--- src/rtl/module_key_scanner_if.sv ---
// Keypad-side and key-event signals of module_key_scanner, grouped for the scanner (master)
// and the surrounding logic or bench (slave).
interface module_key_scanner_if;
    logic [3:0] fila_i;
    logic [3:0] colum_o;
    logic [1:0] key_fila_o;
    logic [1:0] key_colum_o;
    logic       key_valid_o;
    logic       key_held_o;
    logic [1:0] dbg_state;

    // key_valid_o is a one-cycle strobe with no ready/back-pressure: the consumer must take the
    // event in that cycle. key_fila_o/key_colum_o are stable while it is high and hold until
    // the next accepted press.
    modport master (
        input  fila_i,
        output colum_o, key_fila_o, key_colum_o, key_valid_o, key_held_o, dbg_state
    );
    modport slave (
        output fila_i,
        input  colum_o, key_fila_o, key_colum_o, key_valid_o, key_held_o, dbg_state
    );
endinterface

--- src/rtl/module_key_scanner.sv ---
// 4x4 keypad column scanner with press/release debounce and a one-cycle key event strobe.
// Optional auto-repeat while a key is held: define KEY_SCAN_REPEAT_EN.
module module_key_scanner #(
    parameter int unsigned SCAN_DIV        = 1000,
    parameter int unsigned DEBOUNCE_CYCLES = 20000,
    parameter int unsigned REPEAT_CYCLES   = 5000000
) (
    input  logic               clk_i,
    input  logic               rst_i,
    module_key_scanner_if.master kp
);
    localparam int unsigned DIV_W = (SCAN_DIV > 1) ? $clog2(SCAN_DIV) : 1;
    localparam int unsigned DEB_W = (DEBOUNCE_CYCLES > 1) ? $clog2(DEBOUNCE_CYCLES) : 1;

    if (SCAN_DIV < 4 || DEBOUNCE_CYCLES < 1 || REPEAT_CYCLES < 2) begin : g_param_check
        $error("module_key_scanner: parameter out of range");
    end

    typedef enum logic [1:0] {SCAN, DEB_PRESS, PRESSED, DEB_REL} state_t;

    state_t           state, state_n;
    logic [3:0]       row_m, row_s;
    logic [1:0]       col, col_n;
    logic [3:0]       colum_q, colum_n;
    logic [DIV_W-1:0] div_cnt, div_n;
    logic [DEB_W-1:0] deb_cnt, deb_n;
    logic [3:0]       rp, rp_n;
    logic [1:0]       kfila_q, kfila_n;
    logic [1:0]       kcol_q, kcol_n;
    logic             valid_q, valid_n;
    logic             held_q, held_n;

`ifdef KEY_SCAN_REPEAT_EN
    localparam int unsigned REP_W = $clog2(REPEAT_CYCLES);
    logic [REP_W-1:0] rep_cnt, rep_n;
`endif

    // Lowest active row wins when several rows read high.
    function automatic logic [1:0] enc_row(input logic [3:0] r);
        if (r[0])      enc_row = 2'd0;
        else if (r[1]) enc_row = 2'd1;
        else if (r[2]) enc_row = 2'd2;
        else           enc_row = 2'd3;
    endfunction

    always_comb begin
        state_n = state;
        col_n   = col;
        div_n   = div_cnt;
        deb_n   = deb_cnt;
        rp_n    = rp;
        kfila_n = kfila_q;
        kcol_n  = kcol_q;
        valid_n = 1'b0;
`ifdef KEY_SCAN_REPEAT_EN
        rep_n   = rep_cnt;
`endif
        case (state)
            SCAN: begin
                if (div_cnt == DIV_W'(SCAN_DIV - 1)) begin
                    div_n = '0;
                    if (row_s != 4'd0) begin
                        rp_n    = row_s;
                        deb_n   = '0;
                        state_n = DEB_PRESS;
                    end else begin
                        col_n = col + 2'd1;
                    end
                end else begin
                    div_n = div_cnt + DIV_W'(1);
                end
            end
            DEB_PRESS: begin
                if (row_s != rp) begin
                    col_n   = col + 2'd1;
                    div_n   = '0;
                    state_n = SCAN;
                end else if (deb_cnt == DEB_W'(DEBOUNCE_CYCLES - 1)) begin
                    kfila_n = enc_row(rp);
                    kcol_n  = col;
                    valid_n = 1'b1;
                    deb_n   = '0;
                    state_n = PRESSED;
`ifdef KEY_SCAN_REPEAT_EN
                    rep_n   = '0;
`endif
                end else begin
                    deb_n = deb_cnt + DEB_W'(1);
                end
            end
            PRESSED: begin
                if (row_s == 4'd0) begin
                    deb_n   = '0;
                    state_n = DEB_REL;
                end
`ifdef KEY_SCAN_REPEAT_EN
                else if (rep_cnt == REP_W'(REPEAT_CYCLES - 1)) begin
                    valid_n = 1'b1;
                    rep_n   = '0;
                end else begin
                    rep_n = rep_cnt + REP_W'(1);
                end
`endif
            end
            DEB_REL: begin
`ifdef KEY_SCAN_REPEAT_EN
                rep_n = '0;
`endif
                if (row_s != 4'd0) begin
                    deb_n   = '0;
                    state_n = PRESSED;
                end else if (deb_cnt == DEB_W'(DEBOUNCE_CYCLES - 1)) begin
                    col_n   = col + 2'd1;
                    div_n   = '0;
                    state_n = SCAN;
                end else begin
                    deb_n = deb_cnt + DEB_W'(1);
                end
            end
            default: state_n = SCAN;
        endcase
        colum_n = 4'b0001 << col_n;
        held_n  = (state_n == PRESSED) || (state_n == DEB_REL);
    end

    always_ff @(posedge clk_i or negedge rst_i) begin
        if (!rst_i) begin
            state   <= SCAN;
            row_m   <= '0;
            row_s   <= '0;
            col     <= '0;
            colum_q <= 4'b0001;
            div_cnt <= '0;
            deb_cnt <= '0;
            rp      <= '0;
            kfila_q <= '0;
            kcol_q  <= '0;
            valid_q <= 1'b0;
            held_q  <= 1'b0;
        end else begin
            row_m   <= kp.fila_i;
            row_s   <= row_m;
            state   <= state_n;
            col     <= col_n;
            colum_q <= colum_n;
            div_cnt <= div_n;
            deb_cnt <= deb_n;
            rp      <= rp_n;
            kfila_q <= kfila_n;
            kcol_q  <= kcol_n;
            valid_q <= valid_n;
            held_q  <= held_n;
        end
    end

`ifdef KEY_SCAN_REPEAT_EN
    always_ff @(posedge clk_i or negedge rst_i) begin
        if (!rst_i) rep_cnt <= '0;
        else        rep_cnt <= rep_n;
    end
`endif

    assign kp.colum_o     = colum_q;
    assign kp.key_fila_o  = kfila_q;
    assign kp.key_colum_o = kcol_q;
    assign kp.key_valid_o = valid_q;
    assign kp.key_held_o  = held_q;
    assign kp.dbg_state   = state;
endmodule

--- src/flat_wrapper.sv ---
// flat-port wrapper written by rule: the top's interface ports become plain ports
module module_key_scanner_flat 
#(
    parameter int unsigned SCAN_DIV        = 1000,
    parameter int unsigned DEBOUNCE_CYCLES = 20000,
    parameter int unsigned REPEAT_CYCLES   = 5000000
)
  (clk_i, rst_i, kp_fila_i, kp_colum_o, kp_key_fila_o, kp_key_colum_o, kp_key_valid_o, kp_key_held_o, kp_dbg_state);
  module_key_scanner_if kp_i ();
  input  logic clk_i;
  input  logic rst_i;
  input wire logic [$bits(kp_i.fila_i)-1:0] kp_fila_i;
  output wire logic [$bits(kp_i.colum_o)-1:0] kp_colum_o;
  output wire logic [$bits(kp_i.key_fila_o)-1:0] kp_key_fila_o;
  output wire logic [$bits(kp_i.key_colum_o)-1:0] kp_key_colum_o;
  output wire logic [$bits(kp_i.key_valid_o)-1:0] kp_key_valid_o;
  output wire logic [$bits(kp_i.key_held_o)-1:0] kp_key_held_o;
  output wire logic [$bits(kp_i.dbg_state)-1:0] kp_dbg_state;
  assign kp_i.fila_i = kp_fila_i;
  assign kp_colum_o = kp_i.colum_o;
  assign kp_key_fila_o = kp_i.key_fila_o;
  assign kp_key_colum_o = kp_i.key_colum_o;
  assign kp_key_valid_o = kp_i.key_valid_o;
  assign kp_key_held_o = kp_i.key_held_o;
  assign kp_dbg_state = kp_i.dbg_state;
  module_key_scanner #(.SCAN_DIV(SCAN_DIV), .DEBOUNCE_CYCLES(DEBOUNCE_CYCLES), .REPEAT_CYCLES(REPEAT_CYCLES)) u_core (.clk_i(clk_i), .rst_i(rst_i), .kp(kp_i));
endmodule
--- config.mk ---
export PLATFORM = sky130hd
export DESIGN_NAME = module_key_scanner_flat
export DESIGN_NICKNAME = d
export VERILOG_FILES = /design/src/rtl/module_key_scanner_if.sv /design/src/rtl/module_key_scanner.sv /design/src/flat_wrapper.sv
export SDC_FILE = /design/constraint.sdc
export NUM_CORES = 1
export LEC_CHECK = 0
export ABC_AREA = 1
export CAP_MARGIN = 30
export CORE_ASPECT_RATIO = 1.1
export CORE_UTILIZATION = 59
export DETAILED_ROUTE_END_ITERATION = 8
export GPL_TIMING_DRIVEN = 1
export PLACE_DENSITY_LB_ADDON = 0.1
export SLEW_MARGIN = 5
export SYNTH_ARGS = -nofsm -noshare
export SYNTH_HDL_FRONTEND = slang
export SYNTH_SLANG_ARGS = --single-unit
--- constraint.sdc ---
create_clock -name clk_i -period 2 [get_ports clk_i]
set_input_delay 0.5 -clock clk_i [delete_from_list [all_inputs] [get_ports clk_i]]
set_output_delay 0.5 -clock clk_i [all_outputs]
set_load 0.01 [all_outputs]
==> impl_metrics.yaml, run 1 <==
yosys:
  syn_inst: 396
  synth_nets: 404
  ys_top_cells_by_area: "dfrtp_1, nand2_1, inv_1, nand4_1, nand3_1"
  seq_area_frac_synth_pct: 42.8
  yosysTopAreaCell: "dfrtp_1"
  yosysUniqueCellTypes: 35
  yosys.area.top_type_share_pct: 41.9
  synth_most_common_cell: "nand2_1"
  ys.flop_type: "dfrtp_1"
  async_reset_ff_share_pct: 100
  syn_area_per_cell_sq_um: 7.53
  netlist_area_sq_um: 2980
  synth_common_cells: "nand2_1, dfrtp_1, inv_1, nor2_1, nand3_1"
  synth_edf_count: 0
  synth-seq-cells: 51
  yosys_warnings: 0
layout:
  n_antenna_cell: 0
  stdcell_count: 480
  nFillCells: 379
  nNetsFinal: 431
  syn_to_final_growth_pct: 13.3
  drive_gt1_share_pct: 12.5
floorplanning:
  io_pins: 18
  start_util_pct: 62.8
  fp-row-count: 26
  die_area_sq_um: 5340
  die-height_um: 76.6
  fp.dieW_um: 69.8
  core_area_sq_um: 4750
route:
  top_layer_used: "met4"
  met1Wirelength_um: 2830
  route.detailed.drc: 0
  drtAntennaViolNets: 0
  wire_per_inst_um: 13.9
  first_pass_iters: 4
  dr_wl_met3_um: 353
  drt_iter0_markers: 194
  vias: 2718
  wl_um: 6690
  dr_wl_met2_um: 3420
  via_per_inst: 5.66
worst_setup_path:
  slowest_stage: "clkdlybuf4s50_1"
  r2r-start: "u_core.div_cnt[3]$_DFFE_PN0P_"
  start_kind: "flip-flop"
  cp_max_fo: 7
  max_stage_delay_ps: 600
  cp_data_arrival_time_ps: 1420
  cp-end-kind: "output pin"
  r2r_end: "u_core.deb_cnt[6]$_DFFE_PN0P_"
  cp_data_required_time_ps: 1500
  crit_chain: "clkdlybuf4s50_1"
  rr_worst_depth: 10
  ff2ff_setup_slack_ps: 210
  critical-path-top-delay-family: "buffers and inverters"
  crit_buf_inv: 1
  critical_path_class: "flip-flop to output pin"
worst_hold_path:
  min-delay-path-class: "input pin to async pin"
power_and_ir_drop:
  intPower_w: 0.00143
  p_comb_share_pct: 2.5
  ir_drop_mv: 0.447
  seqPwrFrac_pct: 57.4
  clockPowerShare_pct: 40.1
  p_switching_w: 0.000384
  pwr_density_cell_nw_per_um2: 537
  swShare_pct: 21.2
  power.leakage_nw: 1.61
sta:
  fmax_mhz: 521
  rsz0062_at_grt: "no"
  setup_viol: 0
  period_minus_slack_ps: 1920
  worstMarginPinSlew_ps: 467
  fin_crit_sh_pct: 96.0
  finalHoldViolCount: 0
  max_slew_margin_pct: 68.6
  clock-skew-final_ps: 6.69
  tns_ps: 0
  report.final.slew_viol_count: 0
place:
  place_congestion: 0.947
  placed_cells: 472
  numPortBuffers: 17
  dp_hpwl_um: 4820
clock_tree:
  post-cts-setup-buffers: 0
  numCtsBuffers: 5
  tritoncts: "yes"
  ctsResizeCount: 0
  htreeDepth: 2
  clock_latency_ps: 310
  hold_buffers: 0
  clk_pin_slew_ps: 100
  root_buffer: "clkbuf_8"
  clock-sinks: 51
  clockBufferDepth: 2
global_routing:
  grt_first_pass_wirelength_um: 11900
  antenna_found_initial: 0
  grt_max_degree: 52
  grt_pass1_vias: 2677
  track_usage_pct: 27.6
  overflow: 0
flow_run:
  drv_cap: 0
status:
  status: "completed"
[cell type report]
class,instances,area [sq um],share of cell area [%]
Clock buffer,5,68.8,2.04
Clock inverter,3,46.3,1.37
Inverter,49,184,5.44
Multi-Input combinational cell,289,1480,43.8
Sequential cell,51,1280,37.8
Tap cell,56,70.1,2.07
Timing Repair Buffer,27,253,7.48
[per-stage QoR]
stage	setup slack (ps)	total power (W)	util, %	cell area, sq um	hold WS, ps
floorplan	335	0.00107	-	2980	204
global placement	225	0.00111	68.5	3250	332
detailed placement	178	0.00111	68.5	3250	335
CTS	76.2	0.00184	70.9	3370	179
global route	39.7	0.00188	71.1	3380	191
finish	80.0	0.00182	71.1	3380	157
[flip-flops by register name (all words and copies together) (netlist names)]
name                   cells
u_core.col                 2
u_core.kp.key_held_o       1
u_core.row_m               4
u_core.kp.colum_o          4
u_core.kp.dbg_state        2
u_core.rp                  4
u_core.kp.key_valid_o      1
u_core.kp.key_fila_o       2
u_core.kp.key_colum_o      2
u_core.row_s               4
u_core.div_cnt            10
u_core.deb_cnt            15
[how the worst max path moves through the flow]
stage | end | from | slack (ps) | cells after the start
2_1_floorplan | u_core.deb_cnt[3]$_DFFE_PN0P_ | u_core.div_cnt[0]$_DFFE_PN0P_ | 330 | 11
3_3_place_gp | u_core.deb_cnt[6]$_DFFE_PN0P_ | u_core.div_cnt[1]$_DFFE_PN0P_ | 220 | 10
3_5_place_dp | u_core.deb_cnt[2]$_DFFE_PN0P_ | u_core.div_cnt[1]$_DFFE_PN0P_ | 180 | 10
4_1_cts | kp_dbg_state[1] | u_core.kp.dbg_state[1]$_DFF_PN0_ | 80 | 1
5_1_grt | kp_dbg_state[1] | u_core.kp.dbg_state[1]$_DFF_PN0_ | 40 | 1
6_report | kp_dbg_state[1] | u_core.kp.dbg_state[1]$_DFF_PN0_ | 80 | 1
[metal layers]
| metal | track usage (%) | up-vias |
|---|---|---|
| met1 | 33.6 | 1281 |
| met5 | 0 | - |
| met4 | 10.2 | 0 |
| li1 | - | 1344 |
| met2 | 47.7 | 82 |
| met3 | 6.08 | 11 |
[cell usage in the layout (no fill, tap or decap), types with 2 or more instances in the layout]
master,count
or2_2,2
o21ai_0,17
nor2_4,5
nor2_1,33
nand4_1,25
nor3_1,5
buf_4,9
a31oi_1,2
nand3_2,2
clkbuf_8,5
dfrtp_1,50
nand2_1,128
o21bai_1,3
nor2_2,3
xor2_1,2
inv_2,3
nand2_2,4
inv_1,45
nand3_4,3
o21ai_2,6
nand3b_1,5
nand3_1,28
a21oi_1,4
o2111ai_1,3
clkdlybuf4s50_1,16
[power by group through the flow]
stage                     registers, W  clock network, W  logic [W]
final                          0.00104          0.000728  0.0000455
after global routing           0.00104          0.000782  0.0000538
after CTS                      0.00104          0.000748  0.0000479
after detailed placement       0.00106                 0  0.0000479
after global placement         0.00106                 0  0.0000468
after floorplan                0.00106                 0  0.0000105
[kinds of logic after synthesis]
group                    Yosys count  share of synthesized area [%]
AND/OR/NAND/NOR                  245                           38.8
buffers and inverters             56                           7.93
flip-flops                        51                           42.8
AO/OA/AOI/OAI                     40                           8.98
XOR/XNOR                           2                          0.587
adder cells (fa/ha/maj)            2                          0.839
Power figures use the tool's default switching activity.
==> run 2, diff against run 1 <==
--- a/config.mk
+++ b/config.mk
@@ -10,7 +10,7 @@
 export CORE_ASPECT_RATIO = 1.1
 export CORE_UTILIZATION = 59
 export DETAILED_ROUTE_END_ITERATION = 8
-export GPL_TIMING_DRIVEN = 1
+export GPL_TIMING_DRIVEN = 0
 export PLACE_DENSITY_LB_ADDON = 0.1
 export SLEW_MARGIN = 5
 export SYNTH_ARGS = -nofsm -noshare
==> impl_metrics.yaml, run 2 (synthesis results as in run 1) <==
clock_tree:
  clock-sinks: 51
  root_buffer: "clkbuf_8"
  htreeDepth: 2
  numCtsBuffers: 5
  clock_latency_ps: 310
  hold_buffers: 0
  clockBufferDepth: 2
  clk_pin_slew_ps: 100
  tritoncts: "yes"
sta:
  fin_crit_sh_pct: 96.8
  worstMarginPinSlew_ps: 494
  report.final.slew_viol_count: 0
  fmax_mhz: 516
  rsz0062_at_grt: "yes"
  fin_ws_ps: 63.2
  clock-skew-final_ps: 7.94
  period_minus_slack_ps: 1940
  finalHoldViolCount: 0
  max_slew_margin_pct: 66.8
  setup_viol: 0
  hold_ws_ps: 73.3
power_and_ir_drop:
  total_power_w: 0.00182
  pwr_density_cell_nw_per_um2: 542
  ir_drop_mv: 0.454
  power.leakage_nw: 1.60
place:
  numPortBuffers: 17
  place_congestion: 0.884
  placed_cells: 470
  dpl_worst_slack_ps: 59.1
  dp_hpwl_um: 4820
floorplanning:
  core_area_sq_um: 4750
  die-height_um: 76.6
  die_area_sq_um: 5340
  start_util_pct: 62.8
  io_pins: 18
  fp.dieW_um: 69.8
  fp-row-count: 26
layout:
  drive_gt1_share_pct: 12.3
  reg_top3: "u_core.deb_cnt (15), u_core.div_cnt (10)"
  final_util_pct: 70.8
  nNetsFinal: 429
  layout_common_cells: "nand2_1, dfrtp_1, inv_1"
  largest_reg_flops: 15
  stdcell_count: 478
  max_flop_register: "u_core.deb_cnt"
  n_antenna_cell: 0
  final_common_cell: "nand2_1"
  syn_to_final_growth_pct: 12.8
worst_setup_path:
  rr_worst_depth: 11
  r2r-start: "u_core.div_cnt[0]$_DFFE_PN0P_"
  cp-end-kind: "output pin"
  ff2ff_setup_slack_ps: 150
  cp_max_fo: 7
  cp_data_required_time_ps: 1500
  start_kind: "flip-flop"
  r2r_end: "u_core.deb_cnt[5]$_DFFE_PN0P_"
  worst-path-stages: 1
  max_stage_delay_ps: 600
  critical_path_class: "flip-flop to output pin"
  slowest_stage: "clkdlybuf4s50_1"
  cp_data_arrival_time_ps: 1440
  crit_chain: "clkdlybuf4s50_1"
  critical-path-top-delay-family: "buffers and inverters"
  crit_buf_inv: 1
global_routing:
  grt_max_degree: 40
  antenna_found_initial: 0
  overflow: 0
  grt_pass1_vias: 2553
  grt_first_pass_wirelength_um: 11300
  track_usage_pct: 26.4
route:
  drtAntennaViolNets: 0
  route.detailed.drc: 0
  vias: 2681
  wire_per_inst_um: 13.8
  drt_iter0_markers: 165
  wl_um: 6600
  via_per_inst: 5.61
  first_pass_iters: 4
flow_run:
  drv_cap: 0
status:
  status: "completed"
worst_hold_path:
  min-delay-path-class: "input pin to async pin"
-- run 2: cell types whose count changed in the layout (fill, tap and decap cells not counted), sizes merged --
cell,before,now
buf,11,9
-- run 2: cell type report --
cell class              count  area, sq um
clock inverters             3         46.3
clock buffers               5         68.8
multi-input cells         289         1480
fillers                   401         1390
repair buffers             18          185
flip-flops and latches     51         1280
well taps                  56         70.1
plain buffers               7         52.6
inverters                  49          184
-- run 2: routing by layer --
layer	GRT usage, %	share of wire, %
met1	33.0	44
met4	10.8	2.8
met3	5.03	4.0
met5	0	0
met2	44.7	49
-- run 2: repair_timing --
action | CTS | global route
hold endpoints to repair | 0 | 0
endpoints found under the setup margin | 0 | 13
buffers inserted | 0 | 0
resized for setup | 0 | 3
-- run 2: power by group --
group / internal [W] / switching (W)
registers: 0.00104 / 0.00000378
logic: 0.0000154 / 0.0000300
clock network: 0.000377 / 0.000359
-- run 2: worst max-delay path by stage --
stage	from	end	slack [ps]
after floorplan	u_core.div_cnt[0]$_DFFE_PN0P_	u_core.deb_cnt[3]$_DFFE_PN0P_	330
final	u_core.kp.dbg_state[1]$_DFF_PN0_	kp_dbg_state[1]	60
after CTS	u_core.div_cnt[0]$_DFFE_PN0P_	u_core.deb_cnt[5]$_DFFE_PN0P_	40
after global placement	rst_i	u_core.div_cnt[7]$_DFFE_PN0P_	-1070
after detailed placement	u_core.div_cnt[0]$_DFFE_PN0P_	u_core.deb_cnt[5]$_DFFE_PN0P_	60
after global routing	u_core.div_cnt[0]$_DFFE_PN0P_	u_core.deb_cnt[13]$_DFFE_PN0P_	-2
-- run 2: stage by stage --
step,cell area [sq um],TNS (ps)
finish,3360,0
global route,3360,-1.54
global placement,3220,-53910
floorplan,2980,0
CTS,3350,0
detailed placement,3240,0
==> run 3, diff against run 2 <==
--- a/config.mk
+++ b/config.mk
@@ -6,7 +6,7 @@
 export NUM_CORES = 1
 export LEC_CHECK = 0
 export ABC_AREA = 1
-export CAP_MARGIN = 30
+export CAP_MARGIN = 25
 export CORE_ASPECT_RATIO = 1.1
 export CORE_UTILIZATION = 59
 export DETAILED_ROUTE_END_ITERATION = 8
==> results of run 3 <==
Final layout, timing and power as in run 2 (identical DEF).
